===== src/rtl/alu_ctrl_pkg.sv =====
// Shared constants for the ALU control stage: ALU control codes,
// ALUOp encodings from main control and R-type funct values.
package alu_ctrl_pkg;

  // ALU control codes driven to the ALU
  localparam logic [3:0] ALU_AND = 4'b0000;
  localparam logic [3:0] ALU_OR  = 4'b0001;
  localparam logic [3:0] ALU_ADD = 4'b0010;
  localparam logic [3:0] ALU_SUB = 4'b0110;
  localparam logic [3:0] ALU_SLT = 4'b0111;
  localparam logic [3:0] ALU_NOR = 4'b1100;

  // ALUOp encodings produced by the main control unit
  localparam logic [1:0] ALUOP_ADD   = 2'b00;  // lw / sw address add
  localparam logic [1:0] ALUOP_SUB   = 2'b01;  // beq compare
  localparam logic [1:0] ALUOP_RTYPE = 2'b10;  // look at funct
  localparam logic [1:0] ALUOP_BAD   = 2'b11;  // never legal

  // R-type funct field values (instr[5:0])
  localparam logic [5:0] FUNCT_ADD = 6'h20;
  localparam logic [5:0] FUNCT_SUB = 6'h22;
  localparam logic [5:0] FUNCT_AND = 6'h24;
  localparam logic [5:0] FUNCT_OR  = 6'h25;
  localparam logic [5:0] FUNCT_NOR = 6'h27;
  localparam logic [5:0] FUNCT_SLT = 6'h2A;

endpackage


===== src/rtl/alu_ctrl_decode.sv =====
// Combinational ALUOp/funct -> ALU control code decoder.
// Unknown encodings produce ALU_AND (0000) with illegal raised.
// Build option: define ALU_NOR_EN to accept funct 100111 as a legal NOR.
module alu_ctrl_decode
  import alu_ctrl_pkg::*;
(
  input  logic [1:0] aluop,
  input  logic [5:0] funct,
  output logic [3:0] code,
  output logic       illegal
);

  // Decode table; defaults give the illegal/0000 result for anything unmatched.
  always_comb begin
    code    = ALU_AND;
    illegal = 1'b1;
    case (aluop)
      ALUOP_ADD: begin
        code    = ALU_ADD;
        illegal = 1'b0;
      end
      ALUOP_SUB: begin
        code    = ALU_SUB;
        illegal = 1'b0;
      end
      ALUOP_RTYPE: begin
        case (funct)
          FUNCT_ADD: begin code = ALU_ADD; illegal = 1'b0; end
          FUNCT_SUB: begin code = ALU_SUB; illegal = 1'b0; end
          FUNCT_AND: begin code = ALU_AND; illegal = 1'b0; end
          FUNCT_OR:  begin code = ALU_OR;  illegal = 1'b0; end
          FUNCT_SLT: begin code = ALU_SLT; illegal = 1'b0; end
`ifdef ALU_NOR_EN
          FUNCT_NOR: begin code = ALU_NOR; illegal = 1'b0; end
`endif
          default: begin
            code    = ALU_AND;
            illegal = 1'b1;
          end
        endcase
      end
      default: begin
        code    = ALU_AND;
        illegal = 1'b1;
      end
    endcase
  end

endmodule


===== src/rtl/alu_ctrl_stage.sv =====
// ALU control stage: decodes ID-stage ALUOp/funct, holds the result in an
// ID/EX register with stall/flush, resolves beq from the ALU zero flag and
// keeps a saturating count of accepted illegal encodings.
// Build option: ALU_NOR_EN (see alu_ctrl_decode) makes funct 100111 a legal NOR.
module alu_ctrl_stage
  import alu_ctrl_pkg::*;
#(
  parameter int CNT_W = 8
) (
  input  logic             clk,
  input  logic             rst,
  input  logic             id_valid,
  input  logic [1:0]       id_aluop,
  input  logic [5:0]       id_funct,
  input  logic             id_branch,
  input  logic             stall,
  input  logic             flush,
  output logic             ex_valid,
  output logic [3:0]       ex_alucontrol,
  output logic             ex_branch,
  output logic             ex_illegal,
  input  logic             alu_zero,
  output logic             branch_taken,
  output logic [CNT_W-1:0] illegal_count
);

  localparam logic [CNT_W-1:0] CNT_MAX = {CNT_W{1'b1}};

  logic [3:0]       dec_code;
  logic             dec_illegal;

  logic             valid_reg;
  logic [3:0]       code_reg;
  logic             branch_reg;
  logic             illegal_reg;
  logic [CNT_W-1:0] count_reg;

  alu_ctrl_decode u_decode (
    .aluop   (id_aluop),
    .funct   (id_funct),
    .code    (dec_code),
    .illegal (dec_illegal)
  );

  // ID/EX register: reset, then flush (bubble), then stall (hold), else load.
  always_ff @(posedge clk) begin
    if (rst) begin
      valid_reg   <= 1'b0;
      code_reg    <= ALU_AND;
      branch_reg  <= 1'b0;
      illegal_reg <= 1'b0;
    end else if (flush) begin
      valid_reg   <= 1'b0;
      code_reg    <= ALU_AND;
      branch_reg  <= 1'b0;
      illegal_reg <= 1'b0;
    end else if (!stall) begin
      valid_reg   <= id_valid;
      code_reg    <= id_valid ? dec_code : ALU_AND;
      branch_reg  <= id_branch & id_valid;
      illegal_reg <= dec_illegal & id_valid;
    end
  end

  // Illegal-op counter: only load cycles count, and it sticks at all-ones.
  always_ff @(posedge clk) begin
    if (rst) begin
      count_reg <= '0;
    end else if (!flush && !stall && id_valid && dec_illegal && count_reg != CNT_MAX) begin
      count_reg <= count_reg + 1'b1;
    end
  end

  assign ex_valid      = valid_reg;
  assign ex_alucontrol = code_reg;
  assign ex_branch     = branch_reg;
  assign ex_illegal    = illegal_reg;
  assign illegal_count = count_reg;

  // An illegal op never redirects the PC, even if it claimed to be a branch.
  assign branch_taken  = valid_reg & branch_reg & ~illegal_reg & alu_zero;

endmodule


===== config.mk =====
export PLATFORM = sky130hd
export DESIGN_NAME = alu_ctrl_stage
export DESIGN_NICKNAME = d
export VERILOG_FILES = /design/src/rtl/alu_ctrl_pkg.sv /design/src/rtl/alu_ctrl_decode.sv /design/src/rtl/alu_ctrl_stage.sv
export SDC_FILE = /design/constraint.sdc
export NUM_CORES = 1
export LEC_CHECK = 0
export BUFFER_PORTS_ARGS = -buffer_cell sky130_fd_sc_hd__buf_2
export CAP_MARGIN = 20
export CORE_ASPECT_RATIO = 0.75
export CORE_MARGIN = 10
export CORE_UTILIZATION = 35
export CTS_CLUSTER_SIZE = 14
export DETAILED_ROUTE_END_ITERATION = 8
export PLACE_DENSITY_LB_ADDON = 0.2
export SLEW_MARGIN = 20
export SYNTH_ARGS = -nofsm -noshare
export SYNTH_HDL_FRONTEND = slang
export SYNTH_HIERARCHICAL = 1
export SYNTH_SLANG_ARGS = --single-unit
export TNS_END_PERCENT = 30

===== constraint.sdc =====
create_clock -name clk -period 1.95 [get_ports clk]
set_input_delay 0.2925 -clock clk [delete_from_list [all_inputs] [get_ports clk]]
set_output_delay 0.2925 -clock clk [all_outputs]
set_load 0.02 [all_outputs]

# Word-level counts from Yosys, hierarchy flattened
# Index checks and enable logic that the tools add are counted.
[totals]
register_bits = 15
latch_bits = 0
mem_bits_rw = 0
mem_bits_ro = 0
input_bits = 15
output_inout_bits = 16
wordCells = 35
memories = 0
[op_classes]
n_addsub = 1
multipliers = 0
div_mod_pow = 0
order_cmp = 0
n_eq_ne = 8
n_shift = 0
muxes = 5
bitwise_logic = 6
n_reduce_logical = 10
[ops]
columns = ["op", "n"]
rows = [
  ["$eq 6x6->1 const B", 5],
  ["$pmux 3 s4", 1],
  ["$pmux 4 s3", 1],
  ["$add 8x1->8 const B", 1],
  ["$ne 8x8->1 const B", 1],
  ["$and 1x1->1", 5],
  ["$reduce_or 5->1", 1],
  ["$logic_and 1x1->1", 4],
  ["$mux 4", 1],
  ["$reduce_or 2->1", 2],
  ["$eq 2x1->1 const B", 1],
  ["$eq 2x2->1 const B", 1],
  ["$logic_not 1->1", 2],
  ["$logic_not 2->1", 1],
  ["$pmux 1 s2", 1],
  ["$mux 1", 1],
  ["$not 1->1", 1],
]

# Longest topological paths before layout
[logic_depth]
depth_word = 6
mapped_depth = 5
mapped_depth_nobuf = 5

# Modules after synthesis
# Netlist, hierarchy kept.
[modules_own_cells]
columns = ["mod", "n_inst", "cells_each", "area_each_um2", "seq_area_each_um2"]
rows = [
  ["alu_ctrl_stage", 1, 79, 750.7, 300.3],
  ["alu_ctrl_decode", 1, 14, 122.6, 0.0],
]

# Worst setup path after synthesis
# OpenSTA, ideal clock, no wires.
[synth_timing]
kind = "input-to-reg"
startpoint = "input port id_funct[4]"
endpoint = "register count_reg[0], in the netlist illegal_count[0]"
setup_time_ps = 123
arrival_time_ps = 1544
required_time_ps = 1827
setup_slack_ps = 283
path_stages = 5
n_path_buf = 0
path_cell_list = "or3b_4 -> o31a_1 -> nand4bb_4 -> a21oi_1 -> mux2_1"
[synth_between]
elab_chain_len = 6
elab_cells_between_ends = 10
classes_between = "5 x eq/ne; 2 x mux; 3 x reduce/logical"
[synth_rtl]
columns = ["item", "line_no", "source"]
rows = [
  ["start, declared", "alu_ctrl_stage.sv:14", "input logic [5:0] id_funct,"],
  ["$eq 6x6->1", "alu_ctrl_decode.sv:27", "case (funct)"],
  ["$reduce_or 5->1 (no line) *", "n/a", ""],
  ["$mux 1 *", "alu_ctrl_decode.sv:27", ""],
  ["$pmux 1 s2 *", "alu_ctrl_decode.sv:17", "case (aluop)"],
  ["net dec_illegal", "alu_ctrl_stage.sv:30", "logic dec_illegal;"],
  ["$logic_and 1x1->1 * (2 in a row)", "alu_ctrl_stage.sv:69", "end else if (!flush && !stall && id_valid && dec_illegal && count_reg != CNT_MAX) begin"],
  ["end signal, assigned", "alu_ctrl_stage.sv:70", "count_reg <= count_reg + 1'b1;"],
  ["end, declared", "alu_ctrl_stage.sv:36", "logic [CNT_W-1:0] count_reg;"],
]
# The timed path passes the listed nets; every way through them passes the cells marked *.
# A chain may end at the register's enable or synchronous reset.

# Worst setup path after layout
[layout_timing]
startpoint = "register count_reg[0], in the netlist illegal_count[0]"
endpoint = "register count_reg[4], in the netlist illegal_count[4]"
[layout_between]
elab_chain_len = 2
elab_cells_between_ends = 3
classes_between = "1 x add/sub; 1 x eq/ne; 1 x reduce/logical"
[layout_rtl]
columns = ["item"]
rows = [
  ["branches (longest 2 deep; another with $add 8x1->8)"],
]
# Several ways; the timed one is not identified.

==> run_results.csv <==
group,metric,value,unit
job,cap_viol_max_count,0,
grt,antenna_found_initial,0,
pwr,power_density,534,nW/um^2
critical_path,arrival,1810,ps
synthesis,synth_common_cells,"dfxtp_1 (15), nor2_1 (11)",
clocking,clock_latency,290,ps
pwr,combPwrFrac,0.125,
clocking,holdBufCountCts,0,
timing,fin_skew,6.74,ps
clocking,ctsRootBufferMaster,"clkbuf_4",
layout,area_growth_syn_to_layout,21.6,%
synthesis,synth_seq_cells,15,
grt,use_met3,0.0397,
clocking,cts_setup_buffers,0,
placement,place_hpwl,1770,microns
placement,numPortBuffers,30,
route,vias,803,
timing,fmax,0.618,GHz
die,coreArea,2350,sq um
die,floorplan.initialDensity,0.372,
synthesis,synth.area.top_cells,"dfxtp_1 (34%), nor2_1 (4.7%), a22oi_1 (4.3%)",
die,io_pins,31,
synthesis,synth.most_common_cell,"dfxtp_1",
critical_path,slowest_stage,"dfxtp_1",
route,first_pass_iters,4,
clocking,cts_resized,0,
timing,slew_violations,0,
critical_path,worstPathMaxFanout,6,
clocking,cts_buffers,3,
clocking,cts_tree,"yes",
synthesis,synth_top_area_frac,0.344,
critical_path,crit_type,"reg2reg",
grt,globalRouteOverflowTotal,0,
die,die_w,77.7,microns
worst_hold_path,worstHoldPathType,"in2reg",
pwr,vdd_drop_max,246,uV
route,drt-initial-drc-count,46,
synthesis,syn_area,873,sq um
clocking,clockBufferDepth,2,
synthesis,synthFlopType,"dfxtp_1",
die,dieArea,4910,sq um
outcome,outcome,"complete, no violations",
synthesis,seq_area_frac_synth,0.344,
synthesis,synth.distinct_cells,38,
route,viasPerCell,5.15,
timing,finalSetupTns,0,ps
route,drc,0,
clocking,htreeDepth,1,
critical_path,critPathMaxStageDelay,410,ps
timing,hold_viol,0,
route,wl_per_cell,14.4,microns
layout,final_layout_size_suffix_gt1_frac,0.352,
timing,hold_slack,246,ps
placement,finalWeightedCongestion,0.777,
critical_path,worstPathCellList,"ha_1, nand2_1, a2111oi_4, mux2_1",
synthesis,avgSynthCellArea,9.39,sq um
synthesis,synth_nets,109,
die,row_count,15,
timing,rsz0062_at_grt,"no",
grt,grtUsageMet2,0.131,
die,die_h,63.3,microns
pwr,p_sw_frac,0.258,
critical_path,end_kind,"register",
pwr,power_leakage,0.460,nW
grt,grt_util_met1,0.110,
pwr,power_frac_clock,0.325,
synthesis,synth_edf_count,0,
pwr,p_sw,0.146,mW
grt,busiest_layer,"met2",
synthesis,async_reset_ff_frac,0,
route,totalWireLength,2250,microns
layout,nets,139,
timing,fin_crit_sh,0.830,
timing,min_period,1620,ps
grt,grt_pass1_wl,3590,microns
grt,grt_max_degree,12,
clocking,path_clk_slew,90,ps
pwr,power_frac_seq,0.551,
synthesis,synth_cells,93,
grt,grt_util_all_layers,0.0898,
pwr,internal_power,0.421,mW
grt,first_global_vias,770,
route,ant_nets,0,
synthesis,yosys.area.top_type,"dfxtp_1",
critical_path,start_kind,"register",
synthesis,yosys_warnings,6,
clocking,clock-sinks,15,
critical_path,required,2140,ps
timing,setup_violations,0,
layout,antennaDiodeCount,0,
-- sequential cells by signal, indices dropped and copies added (netlist names) --
name,cells
ex_alucontrol,4
ex_branch,1
ex_illegal,1
ex_valid,1
illegal_count,8
-- worst paths after layout --
kind,from,slack [ps],cells past startpoint,endpoint
setup reg to reg,illegal_count[0],330,4,illegal_count[4]
hold reg to reg,ex_illegal,490,2,ex_illegal
setup / recovery,illegal_count[0],330,4,illegal_count[4]
hold / removal,id_branch,250,3,ex_branch
-- metrics by stage --
| step | power [mW] | worst slack, ps | cells | util | area [sq um] |
|---|---|---|---|---|---|
| 2_1_floorplan | 0.361 | 283 | 93 | - | 873 |
| 6_report | 0.567 | 331 | 156 | 0.453 | 1060 |
| 4_1_cts | 0.576 | 335 | 156 | 0.453 | 1060 |
| 3_5_place_dp | 0.390 | 110 | 152 | 0.442 | 1040 |
| 5_1_grt | 0.591 | 210 | 156 | 0.453 | 1060 |
| 3_3_place_gp | 0.389 | 132 | 152 | 0.442 | 1040 |
-- final cells by class --
class	count	area, sq um
tap	34	42.5
multi-input combinational	68	524
clock buffer	4	26.3
timing repair buffer	30	150
fill	240	1280
inverter	5	18.8
sequential	15	300
-- worst max-delay path, delay by kind of cell (launching register included) --
| family | cells | cell delay (ps) |
|---|---|---|
| compound gates | 1 | 350 |
| fa+ha+maj | 1 | 250 |
| flops | 1 | 410 |
| mux | 1 | 350 |
| simple gates | 1 | 160 |
-- metal layers --
layer	wire, microns	up-vias
met5	0	-
met4	41	0
met3	169	5
met2	938	29
met1	1100	363
li1	-	406
-- kinds of logic after synthesis --
| kind of cell | after synthesis | share of synthesized area |
|---|---|---|
| compound gates | 24 | 0.238 |
| simple gates | 37 | 0.281 |
| buf+inv | 10 | 0.0559 |
| fa+ha+maj | 1 | 0.0143 |
| flops | 15 | 0.344 |
| other cells | 1 | 0.00429 |
| mux | 5 | 0.0630 |
-- power groups by stage --
stage               clock network (mW)  logic, mW  registers (mW)
CTS                              0.193     0.0711           0.312
global placement                     0     0.0696           0.319
detailed placement                   0     0.0706           0.319
floorplan                            0     0.0380           0.323
global route                     0.200     0.0783           0.313
finish                           0.184     0.0707           0.312
-- cells in the final DEF (no fill, tap or decap), types with 4 or more instances in the layout --
cell type,instances
buf_2,30
inv_1,5
nand2_1,5
dfxtp_1,15
nor2_1,11
a21oi_1,5
and3_1,4
nor2b_1,4
a22oi_1,5
No activity file was read; power rests on OpenSTA's default activity.
